**config.mk**
```make
export PLATFORM = sky130hd
export DESIGN_NAME = sqrt_operand_prep
export DESIGN_NICKNAME = d
export VERILOG_FILES = /design/src/rtl/sqrt_operand_prep.sv
export SDC_FILE = /design/constraint.sdc
export NUM_CORES = 1
export LEC_CHECK = 0
export ABC_AREA = 1
export CAP_MARGIN = 20
export CORE_ASPECT_RATIO = 0.7
export CORE_MARGIN = 1
export CORE_UTILIZATION = 42
export CTS_BUF_LIST = sky130_fd_sc_hd__clkbuf_16
export DETAILED_ROUTE_END_ITERATION = 6
export HOLD_SLACK_MARGIN = 0.03
export PLACE_DENSITY = 0.86
export SETUP_SLACK_MARGIN = 0.1
export SYNTH_ARGS = -nofsm -noshare
export SYNTH_HDL_FRONTEND = slang
export SYNTH_SLANG_ARGS = --single-unit
```
**constraint.sdc**
```tcl
create_clock -name clk -period 1.7 [get_ports clk]
set_input_delay 0.34 -clock clk [delete_from_list [all_inputs] [get_ports clk]]
set_output_delay 0.34 -clock clk [all_outputs]
set_load 0.01 [all_outputs]
```
**src/rtl/sqrt_operand_prep.sv**
```systemverilog
// Operand front-end for the FP sqrt / inverse-sqrt core: classify, resolve specials, build 1.8 mantissa.
// Define SQRT_PREP_DENORM_EN to normalise denormals instead of flushing them to signed zero.
module sqrt_operand_prep #(
    parameter int          EXP_W = 10,
    parameter logic [15:0] QNAN  = 16'h7FC0
) (
    input  logic                    clk,
    input  logic                    rst,
    input  logic                    valid_i,
    output logic                    ready_o,
    input  logic [15:0]             op_i,
    input  logic                    inv_i,
    output logic                    core_do_sqrt_o,
    output logic                    core_do_invsqrt_o,
    output logic [8:0]              core_s_o,
    input  logic                    core_valid_i,
    output logic                    valid_o,
    output logic                    special_o,
    output logic [15:0]             special_res_o,
    output logic                    sign_o,
    output logic signed [EXP_W-1:0] exp_o,
    output logic                    flag_invalid_o,
    output logic                    flag_dz_o
);

    typedef enum logic [2:0] {IDLE, SPEC, NORM, ISSUE, WAIT} state_t;

    state_t      state;
    logic        inv_q;
    logic [15:0] res_q;
    logic        invalid_q;
    logic        dz_q;

    // Odd exponents pre-halve the mantissa so the core always sees an even power of two.
    function automatic logic [8:0] mant_fix(
        input logic signed [EXP_W-1:0] e,
        input logic [6:0]              m
    );
        return e[0] ? {2'b01, m} : {1'b1, m, 1'b0};
    endfunction

    function automatic logic signed [EXP_W-1:0] res_exp(
        input logic signed [EXP_W-1:0] e,
        input logic                    inv
    );
        logic signed [EXP_W-1:0] re;
        re = $signed(e + EXP_W'(e[0])) >>> 1;
        return inv ? -re : re;
    endfunction

    logic                    in_s;
    logic [7:0]              in_e;
    logic [6:0]              in_m;
    logic signed [EXP_W-1:0] in_unb;
    logic                    is_nan;
    logic                    is_zero;
    logic                    is_inf;

    assign in_s   = op_i[15];
    assign in_e   = op_i[14:7];
    assign in_m   = op_i[6:0];
    assign in_unb = EXP_W'(in_e) - EXP_W'(127);
    assign is_nan = (in_e == 8'hFF) && (in_m != 7'd0);
    assign is_inf = (in_e == 8'hFF) && (in_m == 7'd0);

`ifdef SQRT_PREP_DENORM_EN
    logic                    is_denorm;
    logic [6:0]              den_m_q;
    logic [2:0]              lz;
    logic [6:0]              ms;
    logic signed [EXP_W-1:0] den_e;
    logic [6:0]              den_m;

    assign is_zero   = (in_e == 8'd0) && (in_m == 7'd0);
    assign is_denorm = (in_e == 8'd0) && (in_m != 7'd0);

    always_comb begin
        lz = '0;
        for (int i = 0; i < 7; i++) begin
            if (den_m_q[i]) lz = 3'(6 - i);
        end
        ms    = den_m_q << lz;
        den_m = {ms[5:0], 1'b0};
        den_e = EXP_W'(-127) - EXP_W'(lz);
    end
`else
    assign is_zero = (in_e == 8'd0);
`endif

    logic        is_special;
    logic [15:0] spec_res;
    logic        spec_invalid;
    logic        spec_dz;

    always_comb begin
        is_special   = 1'b1;
        spec_res     = '0;
        spec_invalid = 1'b0;
        spec_dz      = 1'b0;
        if (is_nan) begin
            spec_res     = QNAN;
            spec_invalid = 1'b1;
        end else if (in_s && !is_zero) begin
            spec_res     = QNAN;
            spec_invalid = 1'b1;
        end else if (is_zero) begin
            spec_res = inv_i ? {in_s, 8'hFF, 7'h0} : {in_s, 15'h0};
            spec_dz  = inv_i;
        end else if (is_inf) begin
            spec_res = inv_i ? 16'h0000 : 16'h7F80;
        end else begin
            is_special = 1'b0;
        end
    end

    always_ff @(posedge clk) begin
        if (rst) begin
            state     <= IDLE;
            inv_q     <= 1'b0;
            res_q     <= '0;
            invalid_q <= 1'b0;
            dz_q      <= 1'b0;
            core_s_o  <= '0;
            exp_o     <= '0;
`ifdef SQRT_PREP_DENORM_EN
            den_m_q   <= '0;
`endif
        end else begin
            unique case (state)
                IDLE: begin
                    if (valid_i) begin
                        inv_q <= inv_i;
                        if (is_special) begin
                            res_q     <= spec_res;
                            invalid_q <= spec_invalid;
                            dz_q      <= spec_dz;
                            state     <= SPEC;
`ifdef SQRT_PREP_DENORM_EN
                        end else if (is_denorm) begin
                            den_m_q <= in_m;
                            state   <= NORM;
`endif
                        end else begin
                            core_s_o <= mant_fix(in_unb, in_m);
                            exp_o    <= res_exp(in_unb, inv_i);
                            state    <= ISSUE;
                        end
                    end
                end
                SPEC: state <= IDLE;
                NORM: begin
`ifdef SQRT_PREP_DENORM_EN
                    core_s_o <= mant_fix(den_e, den_m);
                    exp_o    <= res_exp(den_e, inv_q);
`endif
                    state <= ISSUE;
                end
                ISSUE: state <= WAIT;
                WAIT: if (core_valid_i) state <= IDLE;
                default: state <= IDLE;
            endcase
        end
    end

    logic spec_st;
    assign spec_st           = (state == SPEC);
    assign ready_o           = (state == IDLE);
    assign core_do_sqrt_o    = (state == ISSUE) && !inv_q;
    assign core_do_invsqrt_o = (state == ISSUE) && inv_q;
    assign valid_o           = spec_st || ((state == WAIT) && core_valid_i);
    assign special_o         = spec_st;
    assign special_res_o     = spec_st ? res_q : 16'h0000;
    assign sign_o            = spec_st && res_q[15];
    assign flag_invalid_o    = spec_st && invalid_q;
    assign flag_dz_o         = spec_st && dz_q;

endmodule

```
==> flow_summary_export.csv, run 1 <==
group,metric,value,unit
run_status,status,"finished with violations",
floorplan,die_height,59.1,um
critical_path,path_cells,"buf_12 > inv_12 > ha_4 > inv_2 > nor2_4 > inv_2 > nor2_1 > nand2_1 > nand2_2 > nor2_1 > nand2_1 > buf_4 > nand2_1 > xor2_1 > a21oi_1",
cts,cts_hold_buf,0,
critical_path,cp.depth,15,
floorplan,fp.dieArea,4940,um2
layout,finish.utilization,0.807,
timing,rsz0062_at_grt,"true",
timing,hold_viol,0,
synth,ys.warnings.count,0,
power,p_leak,0.00162,uW
cts,clock_path_buffers,2,
critical_path,crit_slowest_cell,"ha_4",
layout,drive_above_1_share,0.453,
synth,synth_area,1960,um2
synth,muxShareOfSynthArea,0,
layout,multiInputGateArea,1450,um2
timing,fin_tns_setup,-969,ps
critical_path,cp.arrival,2010,ps
hold_path,hold-path-cell-count,2,
critical_path,path_max_fanout,4,
power,powerDensity,575,nW/um2
critical_path,timing.rr.end,"exp_o[4]",
critical_path,critical_path_buf_inv_count,5,
floorplan,fp-row-count,20,
synth,syn_area_per_cell,6.46,um2
route,wl,7680,um
synth,yosys_register_bits,27,
synth,syn-instance-count,303,
power,power,2040,uW
global_route,grt-ovfl-total,0,
hold_path,hold_path_class,"flip-flop to flip-flop",
placement,place_hpwl,4060,um
layout,num_antenna_cells,0,
cts,numCtsBuffers,3,
critical_path,required,1870,ps
global_route,grt_pass1_wl,9830,um
route,drtAntennaViolNets,0,
route,viasPerCell,5.42,
critical_path,rr_worst_depth,9,
route,wire_per_inst,16.2,um
cts,root_buffer,"clkbuf_16",
synth,synth-compound-area-share,0.149,
timing,slew_viol_final,0,
placement,io_buffers,57,
layout,nets,445,
synth,synth_top_family_by_area,"simple AND/OR/NAND/NOR gates",
floorplan,ios,64,
cts,clock-sinks,27,
route,vias,2570,
synth,synth_fa_ha_area_frac,0.0256,
critical_path,startpoint_type,"input pin",
critical_path,crit_start,"op_i[7]",
placement,pre_cts_ws,-834,ps
timing,timing.fmax,543,MHz
global_route,antenna_found_initial,0,
layout,seqCellArea,543,um2
critical_path,endpoint_kind,"flip-flop",
timing,clock_skew,2.22,ps
synth,synthXorXnorAreaFrac,0.0224,
critical_path,crit_family,"simple AND/OR/NAND/NOR gates",
synth,synth-simple-area-share,0.357,
synth,synth.distinct_cells,33,
floorplan,start_util,0.445,
global_route,globalRouteTotalUtil,0.248,
critical_path,r2r-start,"state[1]",
floorplan,die_w,83.6,um
cts,cts_tree,"built",
global_route,grt_pass1_vias,2192,
cts,insertion_delay,260,ps
layout,fill_cells,239,
power,ir_drop,0.394,mV
critical_path,r2r_slack,0,ps
synth,synth-seq-area-share,0.276,
layout,area_delta_synth_final,81.5,%
floorplan,coreArea,4400,um2
timing,setup_viol_count_final,20,
timing,fin_crit,1840,ps
cts,cts_max_level,1,
timing,timing.final.ws_setup,-142,ps
global_route,grt_max_degree,21,
timing,timing.final.crit_share,1.08,
cts,cts.clk_slew.worst_paths,70,ps
critical_path,crit_path_frequent_cell,"nand2_1",
run_status,failed_checks,"setup timing",
critical_path,critPathKind,"input pin to flip-flop",
job,max_cap_viol_count,0,
placement,gp_congestion,0.869,
critical_path,crit_end,"exp_o[4]",
route,drc,0,
route,drt_iter0_markers,244,
route,first_pass_iters,4,
critical_path,critPathMaxStageDelay,250,ps
## worst min-delay path, cell delays in order (launching register included)
cell and delay (ps):
dfxtp_1 310, nand2_1 60, a21oi_1 50
## report_power, final
group	switching [uW]	internal, uW	leakage (uW)
Combinational	398	384	0.00135
Clock	234	316	0.0000423
Sequential	34.9	675	0.000222
## final cells by class
| cell class | count | share of cell area |
|---|---|---|
| Multi-Input combinational cell | 217 | 0.407 |
| Inverter | 41 | 0.0489 |
| Sequential cell | 27 | 0.153 |
| Timing Repair Buffer | 130 | 0.350 |
| Clock buffer | 3 | 0.0211 |
| Tap cell | 55 | 0.0194 |
| Clock inverter | 1 | 0.00106 |
## how the worst min path moves through the flow
stage | to | slack [ps] | from
final | dz_q | 470 | dz_q
after global routing | res_q[15] | 500 | res_q[15]
after CTS | dz_q | 470 | dz_q
after detailed placement | res_q[15] | 460 | res_q[15]
after global placement | core_s_o[8] | 450 | core_s_o[8]
after floorplan | core_s_o[0] | 410 | rst
## routing by layer
| layer | up-vias | track usage | routed length, um | part of all wire |
|---|---|---|---|---|
| li1 | 1187 | - | - | - |
| met1 | 1200 | 0.312 | 2970 | 0.39 |
| met2 | 151 | 0.455 | 3780 | 0.49 |
| met3 | 32 | 0.0418 | 626 | 0.082 |
| met4 | 0 | 0.0557 | 298 | 0.039 |
| met5 | - | 0 | 0 | 0 |
## synth_stat cells
master     n  area, um2
o221a_2    1       11.3
o21ai_0   15       75.1
xor2_1     5       43.8
o21a_1     1       7.51
conb_1     1       3.75
buf_6      4       45.0
nor4_1     1       6.26
dfxtp_1   27        541
nand3_1   21        105
nand2_4    2       22.5
inv_1     37        139
a211oi_2   1       12.5
a211oi_1   1       7.51
nand4_1    4       25.0
nor3_1     2       10.0
nor2_1    25       93.8
nand2_2    9       56.3
o21bai_1   1       7.51
inv_2      4       15.0
o211ai_1   1       7.51
clkbuf_1   1       3.75
nand2_1   73        274
nor2_2     9       56.3
o21ai_1    5       25.0
nor2_4     2       22.5
buf_1      1       3.75
buf_2      2       10.0
a31oi_1   10       62.6
a21oi_1   15       75.1
nand3_2    2       20.0
nand3b_1   1       7.51
buf_4     15        113
ha_1       4       50.1
## registers in the layout (all words and copies together), names as in the netlist
name,count
exp_o,10
core_s_o,9
inv_q,1
state,3
dz_q,1
res_q,3
## repair_timing
| item | in CTS | in global routing |
|---|---|---|
| hold endpoints to repair | 0 | 0 |
| gates cloned | 1 | 2 |
| pin swaps | 40 | 25 |
| endpoints found under the setup margin | 42 | 39 |
| gates resized for setup | 141 | 64 |
| buffers inserted | 18 | 7 |
## kinds of logic (layout without fill, tap and decap cells)
group | Yosys count | in the layout
AND/OR/NAND/NOR | 151 | 151
buffers and inverters | 64 | 175
AO/OA/AOI/OAI | 51 | 51
flip-flops | 27 | 27
XOR/XNOR | 5 | 5
adder cells (fa/ha/maj) | 4 | 4
other | 1 | 6
## layout by cell type, fill, tap and decap left out, types with 2 or more instances in the layout
| cell type | netlist | layout |
|---|---|---|
| a21oi_1 | 15 | 11 |
| a21oi_2 | 0 | 4 |
| a31oi_1 | 10 | 10 |
| buf_12 | 0 | 6 |
| buf_2 | 2 | 8 |
| buf_4 | 15 | 55 |
| buf_6 | 4 | 19 |
| buf_8 | 0 | 2 |
| clkbuf_16 | 0 | 5 |
| clkdlybuf4s50_1 | 0 | 32 |
| conb_1 | 1 | 6 |
| dfxtp_1 | 27 | 25 |
| dfxtp_2 | 0 | 2 |
| dlygate4sd2_1 | 0 | 2 |
| ha_4 | 0 | 3 |
| inv_1 | 37 | 29 |
| inv_2 | 4 | 10 |
| nand2_1 | 73 | 62 |
| nand2_2 | 9 | 14 |
| nand2_4 | 2 | 6 |
| nand2_8 | 0 | 2 |
| nand3_1 | 21 | 14 |
| nand3_2 | 2 | 9 |
| nand4_1 | 4 | 4 |
| nor2_1 | 25 | 15 |
| nor2_2 | 9 | 9 |
| nor2_4 | 2 | 12 |
| o21ai_0 | 15 | 5 |
| o21ai_1 | 5 | 3 |
| o21ai_2 | 0 | 11 |
| xor2_1 | 5 | 4 |
## through the flow
step	area, um2	instances	hold slack [ps]
CTS	3260	466	469
finish	3550	474	468
detailed placement	2870	443	457
global placement	2870	443	448
floorplan	2040	308	409
global route	3550	474	501
Power figures use the tool's default switching activity.
==> run 2: changes to the inputs <==
--- a/config.mk
+++ b/config.mk
@@ -16,2 +16,3 @@
 export PLACE_DENSITY = 0.86
+export RECOVER_POWER = 50
 export SETUP_SLACK_MARGIN = 0.1
==> constraint.sdc (replaced) <==
create_clock -name clk -period 1.7 [get_ports clk]
set_input_delay 0.255 -clock clk [delete_from_list [all_inputs] [get_ports clk]]
set_output_delay 0.255 -clock clk [all_outputs]
set_load 0.01 [all_outputs]
==> flow_summary_export.csv, run 2 (same netlist as run 1, synthesis figures left out) <==
group,metric,value,unit
power,power.switching,713,uW
layout,regMostFlops,"exp_o",
layout,final_common_cell,"buf_4",
power,p_leak,0.00164,uW
route,wl,8880,um
power,p_sw_frac,0.338,
route,viasPerCell,5.84,
cts,cts.clk_slew.worst_paths,70,ps
layout,num_antenna_cells,0,
floorplan,coreArea,4400,um2
route,wire_per_inst,18.6,um
critical_path,required,1860,ps
critical_path,crit_start,"op_i[9]",
floorplan,die_w,83.6,um
timing,fin_crit,1870,ps
layout,drive_above_1_share,0.480,
cts,clock-sinks,27,
route,drc,0,
power,comb_power_share,0.402,
critical_path,critPathKind,"input pin to flip-flop",
power,power,2110,uW
run_status,status,"finished with violations",
critical_path,path_max_fanout,8,
critical_path,timing.rr.end,"core_s_o[4]",
timing,setup_viol_count_final,7,
critical_path,startpoint_type,"input pin",
route,drtAntennaViolNets,0,
global_route,grt_max_degree,21,
critical_path,cp.arrival,2030,ps
floorplan,die_height,59.1,um
timing,rsz0062_at_grt,"true",
critical_path,crit_slowest_cell,"buf_2",
cts,cts_hold_buf,0,
power,p_seq_frac,0.334,
timing,timing.final.crit_share,1.10,
layout,nets,449,
cts,clock_path_buffers,2,
floorplan,ios,64,
cts,cts_max_level,1,
cts,root_buffer,"clkbuf_16",
critical_path,r2r_slack,40,ps
floorplan,start_util,0.445,
cts,insertion_delay,270,ps
placement,postPlaceCellArea,2830,um2
power,ir_drop,0.861,mV
layout,reg_top3,"exp_o (10), core_s_o (9)",
timing,clock_skew,3.58,ps
route,first_pass_iters,6,
timing,timing.final.ws_setup,-174,ps
route,drt_iter0_markers,290,
layout,largest_reg_flops,10,
cts,numCtsBuffers,3,
timing,slew_viol_final,0,
global_route,grt_pass1_wl,10800,um
global_route,antenna_found_initial,0,
power,powerDensity,581,nW/um2
layout,area_delta_synth_final,85.4,%
run_status,failed_checks,"setup timing",
global_route,grt_pass1_vias,2364,
critical_path,endpoint_kind,"flip-flop",
critical_path,crit_end,"exp_o[8]",
timing,timing.fmax,534,MHz
critical_path,r2r-start,"state[0]",
global_route,grt-ovfl-total,0,
critical_path,critPathMaxStageDelay,230,ps
route,vias,2790,
hold_path,hold_path_class,"input pin to flip-flop",
hold_path,hp-start,"op_i[7]",
timing,hold_slack,447,ps
floorplan,fp.dieArea,4940,um2
critical_path,crit_path_frequent_cell,"nand2_1",
global_route,globalRouteTotalUtil,0.275,
floorplan,fp-row-count,20,
placement,gp_congestion,0.838,
layout,layout_common_cells,"54 x buf_4, 52 x nand2_1, 31 x clkdlybuf4s50_1, 26 x inv_1, 26 x dfxtp_1",
timing,hold_viol,0,
critical_path,rr_worst_depth,11,
job,max_cap_viol_count,0,
placement,place_hpwl,4160,um
power,clock_power_share,0.264,
cts,cts_tree,"built",
power,intPower,1400,uW
critical_path,path_cells,"buf_2 > nand2_1 > nor2_1 > nand2_1 > nand2_1 > nand2_1 > nor2_2 > nand3_2 > nand2_2 > nand2_2 > nand2_1 > nand3_1 > nand2_1 > a21oi_1",
placement,io_buffers,57,
layout,stdcell_area,3630,um2
-- run 2: changes by cell type in the layout (fill, tap and decap cells not counted), sizes merged --
| cell | change |
|---|---|
| buf | -3 |
| clkbuf | +8 |
| clkdlybuf4s15 | -1 |
| clkdlybuf4s50 | -1 |
| clkinv | +1 |
| dlygate4sd2 | +1 |
| inv | -1 |
-- run 2: per-stage QoR --
stage | utilization | TNS, ps | std cells | worst slack [ps]
2_1_floorplan | - | 0 | 308 | 34.7
3_3_place_gp | 0.643 | -12990 | 439 | -689
3_5_place_dp | 0.643 | -14690 | 439 | -742
4_1_cts | 0.766 | -82.8 | 468 | -44.0
5_1_grt | 0.824 | -1000 | 478 | -237
6_report | 0.824 | -385 | 478 | -174
-- run 2: per-layer routing --
metal | track usage | part of all wire | wire, um | vias to the layer above
li1 | - | - | - | 1207
met3 | 0.0529 | 0.11 | 952 | 58
met4 | 0.121 | 0.052 | 463 | 0
met1 | 0.328 | 0.37 | 3260 | 1272
met2 | 0.492 | 0.47 | 4210 | 253
met5 | 0 | 0 | 0 | -
-- run 2: worst max-delay path, delay by kind of cell --
kind | cells | cell delay [ps]
compound gates | 1 | 60
simple gates | 12 | 1480
buf+inv | 1 | 230
-- run 2: cell type report --
| cell class | instances | area (um2) |
|---|---|---|
| clock inverter | 1 | 5.00 |
| fill | 214 | 774 |
| inverter | 41 | 179 |
| clock buffer | 3 | 75.1 |
| tap | 55 | 68.8 |
| timing repair buffer | 134 | 1250 |
| multi-input combinational | 217 | 1510 |
| sequential | 27 | 542 |
-- run 2: how the worst min path moves through the flow --
stage                        to  slack, ps  depth (start not counted)
floorplan           core_s_o[0]        320                          1
global placement    core_s_o[8]        450                          2
detailed placement  core_s_o[8]        460                          2
CTS                   res_q[15]        470                          2
global route        core_s_o[0]        460                          5
finish              core_s_o[0]        450                          5
-- run 2: repair_timing --
action                     in CTS  in global routing
cloned                          3                  1
resized for setup             122                 92
setup endpoints to repair      42                 39
pin swaps                      45                 42
buffers inserted               25                 12
-- run 2: power groups by stage --
stage / registers [uW] / logic [uW] / clock network (uW)
6_report: 705 / 849 / 557
5_1_grt: 707 / 889 / 578
4_1_cts: 700 / 689 / 542
3_5_place_dp: 711 / 564 / 0
3_3_place_gp: 711 / 545 / 0
2_1_floorplan: 722 / 281 / 0
